**src/rtl/lv_fault_pkg.sv**
```systemverilog
// Shared types and defaults for the LV fault controller.
package lv_fault_pkg;

    localparam int unsigned ERR_NUM_DEF   = 16;
    localparam int unsigned FLT_CNT_W_DEF = 4;
    localparam int unsigned RCV_CNT_W_DEF = 8;
    localparam int unsigned CTRL_FSM_ST_W = 3;

    typedef enum logic [CTRL_FSM_ST_W-1:0] {
        PWR_DWN_ST  = 3'd0,
        WAIT_ST     = 3'd1,
        NML_ST      = 3'd2,
        FAILSAFE_ST = 3'd3,
        FAULT_ST    = 3'd4,
        RECOVER_ST  = 3'd5,
        CFG_ST      = 3'd6
    } ctrl_st_e;

endpackage

```
**src/rtl/lv_err_filter.sv**
```systemverilog
// Single-channel persistence filter. Only built when LV_FLT_FILTER_EN is defined.
`ifdef LV_FLT_FILTER_EN
module lv_err_filter #(
    parameter int unsigned FLT_CNT_W = 4
) (
    input  logic                 i_clk,
    input  logic                 i_rst_n,
    input  logic                 i_raw,
    input  logic                 i_mask,
    input  logic [FLT_CNT_W-1:0] i_thr,
    output logic                 o_flt
);

    logic [FLT_CNT_W-1:0] cnt_d, cnt_q;
    logic [FLT_CNT_W-1:0] thr_eff;
    logic                 flt_d, flt_q;

    // Count consecutive active cycles, saturating at the threshold (0 behaves as 1)
    always_comb begin
        thr_eff = (i_thr == '0) ? FLT_CNT_W'(1) : i_thr;
        cnt_d   = '0;
        flt_d   = 1'b0;
        if (i_raw && !i_mask) begin
            if (cnt_q >= thr_eff) begin
                cnt_d = cnt_q;
                flt_d = 1'b1;
            end else begin
                cnt_d = cnt_q + 1'b1;
                flt_d = (cnt_d == thr_eff);
            end
        end
    end

    // Counter and filtered-level registers
    always_ff @(posedge i_clk or negedge i_rst_n) begin
        if (!i_rst_n) begin
            cnt_q <= '0;
            flt_q <= 1'b0;
        end else begin
            cnt_q <= cnt_d;
            flt_q <= flt_d;
        end
    end

    assign o_flt = flt_q;

endmodule
`endif

```
**src/rtl/lv_fault_ctrl.sv**
```systemverilog
// LV operating-mode controller with generic error vector, sticky status, first-error
// capture and timed recovery. Define LV_FLT_FILTER_EN to build per-channel persistence
// filters; otherwise errors are qualified combinationally and i_flt_thr is ignored.
module lv_fault_ctrl
    import lv_fault_pkg::*;
#(
    parameter int unsigned ERR_NUM   = ERR_NUM_DEF,
    parameter int unsigned FLT_CNT_W = FLT_CNT_W_DEF,
    parameter int unsigned RCV_CNT_W = RCV_CNT_W_DEF,
    parameter int unsigned ERR_IDX_W = $clog2(ERR_NUM)
) (
    input  logic                     i_clk,
    input  logic                     i_rst_n,
    input  logic                     i_pwr_on,
    input  logic [ERR_NUM-1:0]       i_err_raw,
    input  logic [ERR_NUM-1:0]       i_err_mask,
    input  logic [ERR_NUM-1:0]       i_err_fatal,
    input  logic [ERR_NUM-1:0]       i_err_clr,
    input  logic [FLT_CNT_W-1:0]     i_flt_thr,
    input  logic [RCV_CNT_W-1:0]     i_rcv_time,
    input  logic                     i_reg_nml_en,
    input  logic                     i_reg_cfg_en,
    input  logic                     i_io_fsenb_n,
    input  logic                     i_hv_intb_n,
    output logic [ERR_NUM-1:0]       o_err_sts,
    output logic [ERR_IDX_W-1:0]     o_first_err_idx,
    output logic                     o_pwm_en,
    output logic                     o_fsc_en,
    output logic                     o_intb_n,
    output logic [CTRL_FSM_ST_W-1:0] o_cur_st
);

    logic [ERR_NUM-1:0] flt;
`ifdef LV_FLT_FILTER_EN
    logic [ERR_NUM-1:0] flt_reg;

    for (genvar g = 0; g < ERR_NUM; g++) begin : g_flt
        lv_err_filter #(
            .FLT_CNT_W (FLT_CNT_W)
        ) u_flt (
            .i_clk   (i_clk),
            .i_rst_n (i_rst_n),
            .i_raw   (i_err_raw[g]),
            .i_mask  (i_err_mask[g]),
            .i_thr   (i_flt_thr),
            .o_flt   (flt_reg[g])
        );
    end
    // Mask also gates the registered level so masking takes effect immediately
    assign flt = flt_reg & ~i_err_mask;
`else
    logic unused_flt_thr;
    assign unused_flt_thr = ^i_flt_thr;
    assign flt = i_err_raw & ~i_err_mask;
`endif

    ctrl_st_e               st_d, st_q;
    logic [RCV_CNT_W-1:0]   tmr_d, tmr_q;
    logic [ERR_NUM-1:0]     sts_d, sts_q;
    logic [ERR_IDX_W-1:0]   idx_d, idx_q, low_idx;
    logic                   pwm_d, pwm_q, fsc_d, fsc_q, intb_d, intb_q;
    logic                   any_err, any_fatal, lv_intb_n;

    assign any_err   = |sts_q;
    assign any_fatal = |(sts_q & i_err_fatal);

    // Sticky status: a live error always beats a simultaneous clear
    always_comb begin
        sts_d = flt | (sts_q & ~i_err_clr);
    end

    // Lowest set status bit
    always_comb begin
        low_idx = '0;
        for (int i = int'(ERR_NUM) - 1; i >= 0; i--) begin
            if (sts_q[i]) low_idx = ERR_IDX_W'(i);
        end
    end

    // Next state, recovery timer, first-error capture and next-state-derived outputs
    always_comb begin
        st_d  = st_q;
        tmr_d = tmr_q;
        idx_d = idx_q;
        if (!i_pwr_on) begin
            st_d = PWR_DWN_ST;
        end else begin
            case (st_q)
                PWR_DWN_ST:  st_d = WAIT_ST;
                WAIT_ST: begin
                    if (i_reg_nml_en && !any_err) st_d = i_io_fsenb_n ? NML_ST : FAILSAFE_ST;
                end
                NML_ST: begin
                    if (i_reg_cfg_en)       st_d = CFG_ST;
                    else if (any_err)       st_d = FAULT_ST;
                    else if (!i_io_fsenb_n) st_d = FAILSAFE_ST;
                end
                FAILSAFE_ST: begin
                    if (any_fatal)         st_d = FAULT_ST;
                    else if (i_io_fsenb_n) st_d = NML_ST;
                end
                FAULT_ST: begin
                    if (i_reg_cfg_en) begin
                        st_d = CFG_ST;
                    end else if (!any_err) begin
                        st_d  = RECOVER_ST;
                        tmr_d = i_rcv_time;
                    end
                end
                RECOVER_ST: begin
                    if (any_err)              st_d = FAULT_ST;
                    else if (tmr_q == '0)     st_d = i_io_fsenb_n ? NML_ST : FAILSAFE_ST;
                    else                      tmr_d = tmr_q - 1'b1;
                end
                CFG_ST: begin
                    if (!i_reg_cfg_en) begin
                        if (any_err) st_d = FAULT_ST;
                        else         st_d = i_io_fsenb_n ? NML_ST : FAILSAFE_ST;
                    end
                end
                default:     st_d = PWR_DWN_ST;
            endcase
        end

        if (st_q == PWR_DWN_ST) begin
            idx_d = '0;
        end else if ((st_q == NML_ST || st_q == FAILSAFE_ST) && st_d == FAULT_ST) begin
            idx_d = low_idx;
        end

        pwm_d     = (st_d == NML_ST) || (st_d == FAULT_ST && !any_fatal);
        fsc_d     = (st_d == FAILSAFE_ST);
        lv_intb_n = !((st_d == PWR_DWN_ST) || (st_d == WAIT_ST) || (st_d == FAULT_ST) ||
                      (st_d == RECOVER_ST) || (st_d == CFG_ST && any_err));
        intb_d    = lv_intb_n & i_hv_intb_n;
    end

    // State and output registers
    always_ff @(posedge i_clk or negedge i_rst_n) begin
        if (!i_rst_n) begin
            st_q   <= PWR_DWN_ST;
            tmr_q  <= '0;
            sts_q  <= '0;
            idx_q  <= '0;
            pwm_q  <= 1'b0;
            fsc_q  <= 1'b0;
            intb_q <= 1'b1;
        end else begin
            st_q   <= st_d;
            tmr_q  <= tmr_d;
            sts_q  <= sts_d;
            idx_q  <= idx_d;
            pwm_q  <= pwm_d;
            fsc_q  <= fsc_d;
            intb_q <= intb_d;
        end
    end

    assign o_err_sts       = sts_q;
    assign o_first_err_idx = idx_q;
    assign o_pwm_en        = pwm_q;
    assign o_fsc_en        = fsc_q;
    assign o_intb_n        = intb_q;
    assign o_cur_st        = st_q;

endmodule
```
**config.mk**
```make
export PLATFORM = sky130hd
export DESIGN_NAME = lv_fault_ctrl
export DESIGN_NICKNAME = d
export VERILOG_FILES = /design/src/rtl/lv_fault_pkg.sv /design/src/rtl/lv_err_filter.sv /design/src/rtl/lv_fault_ctrl.sv
export SDC_FILE = /design/constraint.sdc
export NUM_CORES = 1
export LEC_CHECK = 0
export BUFFER_PORTS_ARGS = -buffer_cell sky130_fd_sc_hd__buf_2
export CORE_ASPECT_RATIO = 1.4
export CORE_MARGIN = 5
export CORE_UTILIZATION = 48
export DETAILED_ROUTE_END_ITERATION = 10
export PLACE_DENSITY = 0.86
export SYNTH_ARGS = -nofsm -noshare
export SYNTH_HDL_FRONTEND = slang
export SYNTH_SLANG_ARGS = --single-unit
```
**constraint.sdc**
```tcl
create_clock -name i_clk -period 4.5 [get_ports i_clk]
set_input_delay 0.9 -clock i_clk [delete_from_list [all_inputs] [get_ports i_clk]]
set_output_delay 0.9 -clock i_clk [all_outputs]
set_load 0.05 [all_outputs]
```
# Word level (Yosys, flattened, before mapping)
# Cells that the tools add are included.
# totals
regBits	34
input_bits	83
output_inout_bits	26
wordCells	90
# classes
n_addsub	1
n_eq_ne	16
n_mux	38
bitwise	7
reduce_logical	21
# ops
op	count
4-bit two-way mux	18
16-bit AND	3
3-bit two-way mux	13
8-bit two-way mux	4
16-bit inverter	2
16-bit OR reduction	2
3-bit case mux with 7 select lines	1
3-bit == test, second input constant	6
16-bit OR	1
8-bit case mux with 2 select lines	1
3-bit by 2-bit == test with 1-bit output, second input constant	4
8-bit logical NOT	1
2-bit inequality test, second input constant	4
8-bit by 1-bit subtractor with 8-bit output, second input constant	1
3-bit by 1-bit == test with 1-bit output, second input constant	2
3-bit logical NOT	2
1-bit logical OR	6
6-bit AND reduction	1
1-bit logical AND	4
2-bit nonzero test	2
1-bit logical NOT	3
1-bit AND	1
1-bit two-way mux	1

# Longest topological paths before layout
# depth
depth_word	18
mapped_depth	10
ltp_nobuf	9

# Worst setup path before layout
# Ideal clock, no wire load.
# synth_path
path_type	flip-flop to flip-flop
startpoint	register sts_q[11], in the netlist o_err_sts[11]
endpoint	register tmr_q[2]
setup_time_ps	124
arrival_time_ps	2472
required_time_ps	4376
setup_slack_ps	1904
path_stages_with_launch	8
n_path_buf	0
synth_period_minus_slack_ps	2596
cell_sequence	dfrtp_1 -> or4_4 -> nand4b_4 -> o32ai_2 -> a31oi_1 -> o21a_1 -> or2_4 -> a211o_1
# synth_via
elab_chain_len	3
elab_cells_between_ends	4
classes_between	eq/ne: 2; reduce/logical: 2
# synth_lines
item	line_no	rtl
start: declaration	lv_fault_ctrl.sv:59	logic [ERR_NUM-1:0] sts_d, sts_q;
start signal: assignment	lv_fault_ctrl.sv:151	sts_q <= sts_d;
16-bit OR reduction (*)	lv_fault_ctrl.sv:64	assign any_err = |sts_q;
2-bit inequality test (no line)	n/a	
6-bit AND reduction (no line) (*)	n/a	
end signal: assignment	lv_fault_ctrl.sv:150	tmr_q <= tmr_d;
end: declaration	lv_fault_ctrl.sv:58	logic [RCV_CNT_W-1:0] tmr_d, tmr_q;
# Mark *: on every way between the ends. The rest lies on a longest branch, timed or not.
# A chain may end at the register's enable or synchronous reset.

# Worst setup path after layout
# layout_path
startpoint	input port i_err_fatal[0]
endpoint	register idx_q[1], in the netlist o_first_err_idx[1]
# layout_via
elab_chain_len	8
# layout_lines
item	line_no	rtl
start: declaration	lv_fault_ctrl.sv:17	input logic [ERR_NUM-1:0] i_err_fatal,
16-bit AND	lv_fault_ctrl.sv:65	assign any_fatal = |(sts_q & i_err_fatal);
16-bit OR reduction	lv_fault_ctrl.sv:65	
3-bit two-way mux	lv_fault_ctrl.sv:99	if (any_fatal) st_d = FAULT_ST;
3-bit case mux with 7 select lines	lv_fault_ctrl.sv:88	case (st_q)
3-bit two-way mux	lv_fault_ctrl.sv:85	if (!i_pwr_on) begin
3-bit == test	lv_fault_ctrl.sv:127	end else if ((st_q == NML_ST || st_q == FAILSAFE_ST) && st_d == FAULT_ST) begin
1-bit logical AND	lv_fault_ctrl.sv:127	
2-bit nonzero test (no line)	n/a	
end signal: assignment	lv_fault_ctrl.sv:152	idx_q <= idx_d;
end: declaration	lv_fault_ctrl.sv:60	logic [ERR_IDX_W-1:0] idx_d, idx_q, low_idx;
# Every way passes these cells.

==> flow_summary.ini <==
[final_layout]
final_net_count = 416
num_antenna_cells = 0
area_growth_pct = 31.61
fill_cells = 356
fin_cells = 375
drive_gt1_share_pct = 35.84

[floorplanning]
die_y_um = 85.60
io_pins = 109
core_sq_um = 3953
die_area_sq_um = 5478
rows = 27
start_util_pct = 49.57
die_x_um = 64.00

[cts]
numCtsBuffers = 5
ctsResizeCount = 0
clock_latency_ps = 280
ctsHoldBuffers = 0
clk_pin_slew_ps = 60
htreeDepth = 2
postCtsSetupRepairBufs = 0
clockBufferDepth = 2
clkSinkCount = 34
cts_tree = built
clockRootBuffer = clkbuf_8

[timing]
rsz0062_at_grt = false
setup_slack_ps = 1483
max_freq_mhz = 331.5
clock_skew_ps = 7.580
tns_ps = 0
whs_ps = 474.2
hold_viol_final = 0
min_period_ps = 3017
slew_headroom_pct = 49.45
tightest_slew_ps = 758.3
setup_viol = 0
period_share_pct = 67.04
slew_viol_final = 0

[route]
viasPerCell = 5.693
num_vias = 2135
firstDrtPassIters = 4
wire_per_inst_um = 14.94
drc = 0
ant_nets = 0
drt-initial-drc-count = 155
routed_wl_mm = 5.601

[pwr]
pwr_density_cell_nw_per_um2 = 277.7
power_w = 0.0007161
p_leak_nw = 1.338
ir_drop_mv = 0.2217

[global_route]
grt_pass1_vias = 2153
grt_pass1_wl_mm = 9.232
antenna_found_initial = 0
grt_use_total_pct = 21.15
grt_max_degree = 35
grt_overflow = 0

[place]
place_congestion = 0.8721
portBuffers = 104
dp_slack_ps = 1254
dp.cells = 368
detailed_place_hpwl_mm = 4.522

[flow_run]
drv_cap = 0

[worst_setup_path]
crit_type = in2reg
crit_path_end_kind = register
max_stage_delay_ps = 640
worstPathArrival_ps = 3210
worstPathRequired_ps = 4700
critPathMaxFanout = 13
cp_top_family = simple AND/OR/NAND/NOR gates
critPathBufInv = 1
worst_path_max_delay_cell = or4_1
cp_cell_sequence = buf_2 > a22o_1 > a221oi_1 > and4_1 > o32ai_1 > nand4_1 > or4_1 > o21ai_0
start_kind = input port

[synth]
synth_area_sq_um = 1959
synth_nets = 312
yosys.area.top_type_share_pct = 42.15
syn_inst = 228
synth_cell_type_count = 48
yosysSeqAreaShare_pct = 43.49
avgSynthCellArea_sq_um = 8.594
synth_top_cell_by_area = dfrtp_1
synth-seq-cells = 34
async_flop_share_pct = 100.0
synth.area.top_cells = dfrtp_1 (42%), inv_1 (7.3%), o22ai_1 (5.4%)
yosysWarnings = 0
synth_edf_count = 0
synth-main-ff-cell = dfrtp_1

[min_path]
hold_class = reg2reg

[outcome]
outcome = completed
layer usage:
layer	wire [um]	up-vias	GRT usage (%)
li1	-	1035	-
met1	2107	984	23.19
met2	2944	108	38.06
met3	460	8	6.160
met4	89	0	7.372
met5	0	-	0
report_power, final:
part           switching (W)  leakage (nW)  internal, W  total [W]
logic               0.000104         0.875    0.0000605   0.000164
registers          0.0000235         0.425     0.000320   0.000343
clock network       0.000102        0.0383     0.000106   0.000209
total               0.000230          1.34     0.000487   0.000716
flip-flops by register name, indices dropped and copies added (netlist names):
| register | flops |
|---|---|
| o_cur_st | 3 |
| o_err_sts | 16 |
| o_first_err_idx | 4 |
| tmr_q | 8 |
| o_intb_n | 1 |
| o_fsc_en | 1 |
| o_pwm_en | 1 |
cells in the final DEF (no fill, tap or decap), drive strengths merged, types with 2 or more instances in the layout:
master    n
a21oi    13
a31oi     5
or2       2
o31a      2
a211oi    4
o21ai    16
o32ai     2
dfrtp    33
nand2    14
nor3      8
buf     104
nand3     3
inv      38
nor2     17
o211ai    2
o22ai    17
a221oi    4
nor3b     2
nor2b     2
or4       2
nand2b    4
nor4      5
o31ai     5
a22o      4
clkbuf    7
o21a      2
worst paths after layout:
| path | start | end | slack [ps] | cells after the start |
|---|---|---|---|---|
| max | i_err_fatal[0] | o_first_err_idx[1] | 1480 | 8 |
| min | o_first_err_idx[2] | o_first_err_idx[2] | 470 | 2 |
| max reg2reg | tmr_q[0] | o_first_err_idx[1] | 1570 | 9 |
| min reg2reg | o_first_err_idx[2] | o_first_err_idx[2] | 470 | 2 |
| max in group asynchronous | i_rst_n | o_err_sts[11] | 3330 | 1 |
| min in group asynchronous | i_rst_n | tmr_q[3] | 680 | 1 |
cell families (layout without fill, tap and decap cells):
logic type / count (synthesis) / count (layout) / synth area share, %
adder cells (fa/ha/maj): 1 / 1 / 0.6385
buffers and inverters: 45 / 149 / 8.876
AND/OR/NAND/NOR: 66 / 66 / 18.97
flip-flops: 34 / 34 / 43.49
AO/OA/AOI/OAI: 82 / 82 / 28.03
final cells by class:
| class | count | area (sq um) | area share, % |
|---|---|---|---|
| timing repair buffer | 104 | 520.5 | 20.18 |
| multi-input combinational | 149 | 933.4 | 36.20 |
| sequential | 34 | 852.1 | 33.04 |
| inverter | 38 | 142.6 | 5.531 |
| tap | 43 | 53.80 | 2.086 |
| clock buffer | 7 | 76.32 | 2.960 |
worst register-to-register path, delay by kind of cell, from the launching register on:
| family | cells | cell delay [ps] |
|---|---|---|
| compound gates | 3 | 750 |
| fa+ha+maj | 1 | 220 |
| buf+inv | 1 | 70 |
| flops | 1 | 350 |
| simple gates | 4 | 1450 |
cell usage after synthesis, types with 2 or more instances:
master    instances
o21ai_1           3
o22ai_1          17
nand2_1          14
nand2b_1          4
nor4_2            2
a211oi_1          3
a21oi_1          13
nor2_1           17
nor2b_1           2
inv_1            38
o21ai_0          13
buf_2             3
clkbuf_1          3
nand3_1           3
nor3b_1           2
o211ai_1          2
o31a_1            2
o21a_1            2
nor4_1            3
nor3_1            8
a22o_1            4
a221oi_1          4
a31oi_1           5
dfrtp_1          33
o31ai_1           5
metrics by stage:
stage / cell area (sq um) / utilization [%]
after floorplan: 1959 / -
after global placement: 2502 / 63.31
after detailed placement: 2502 / 63.31
after CTS: 2579 / 65.24
after global routing: 2579 / 65.24
final: 2579 / 65.24
(Power assumes the default switching activity.)
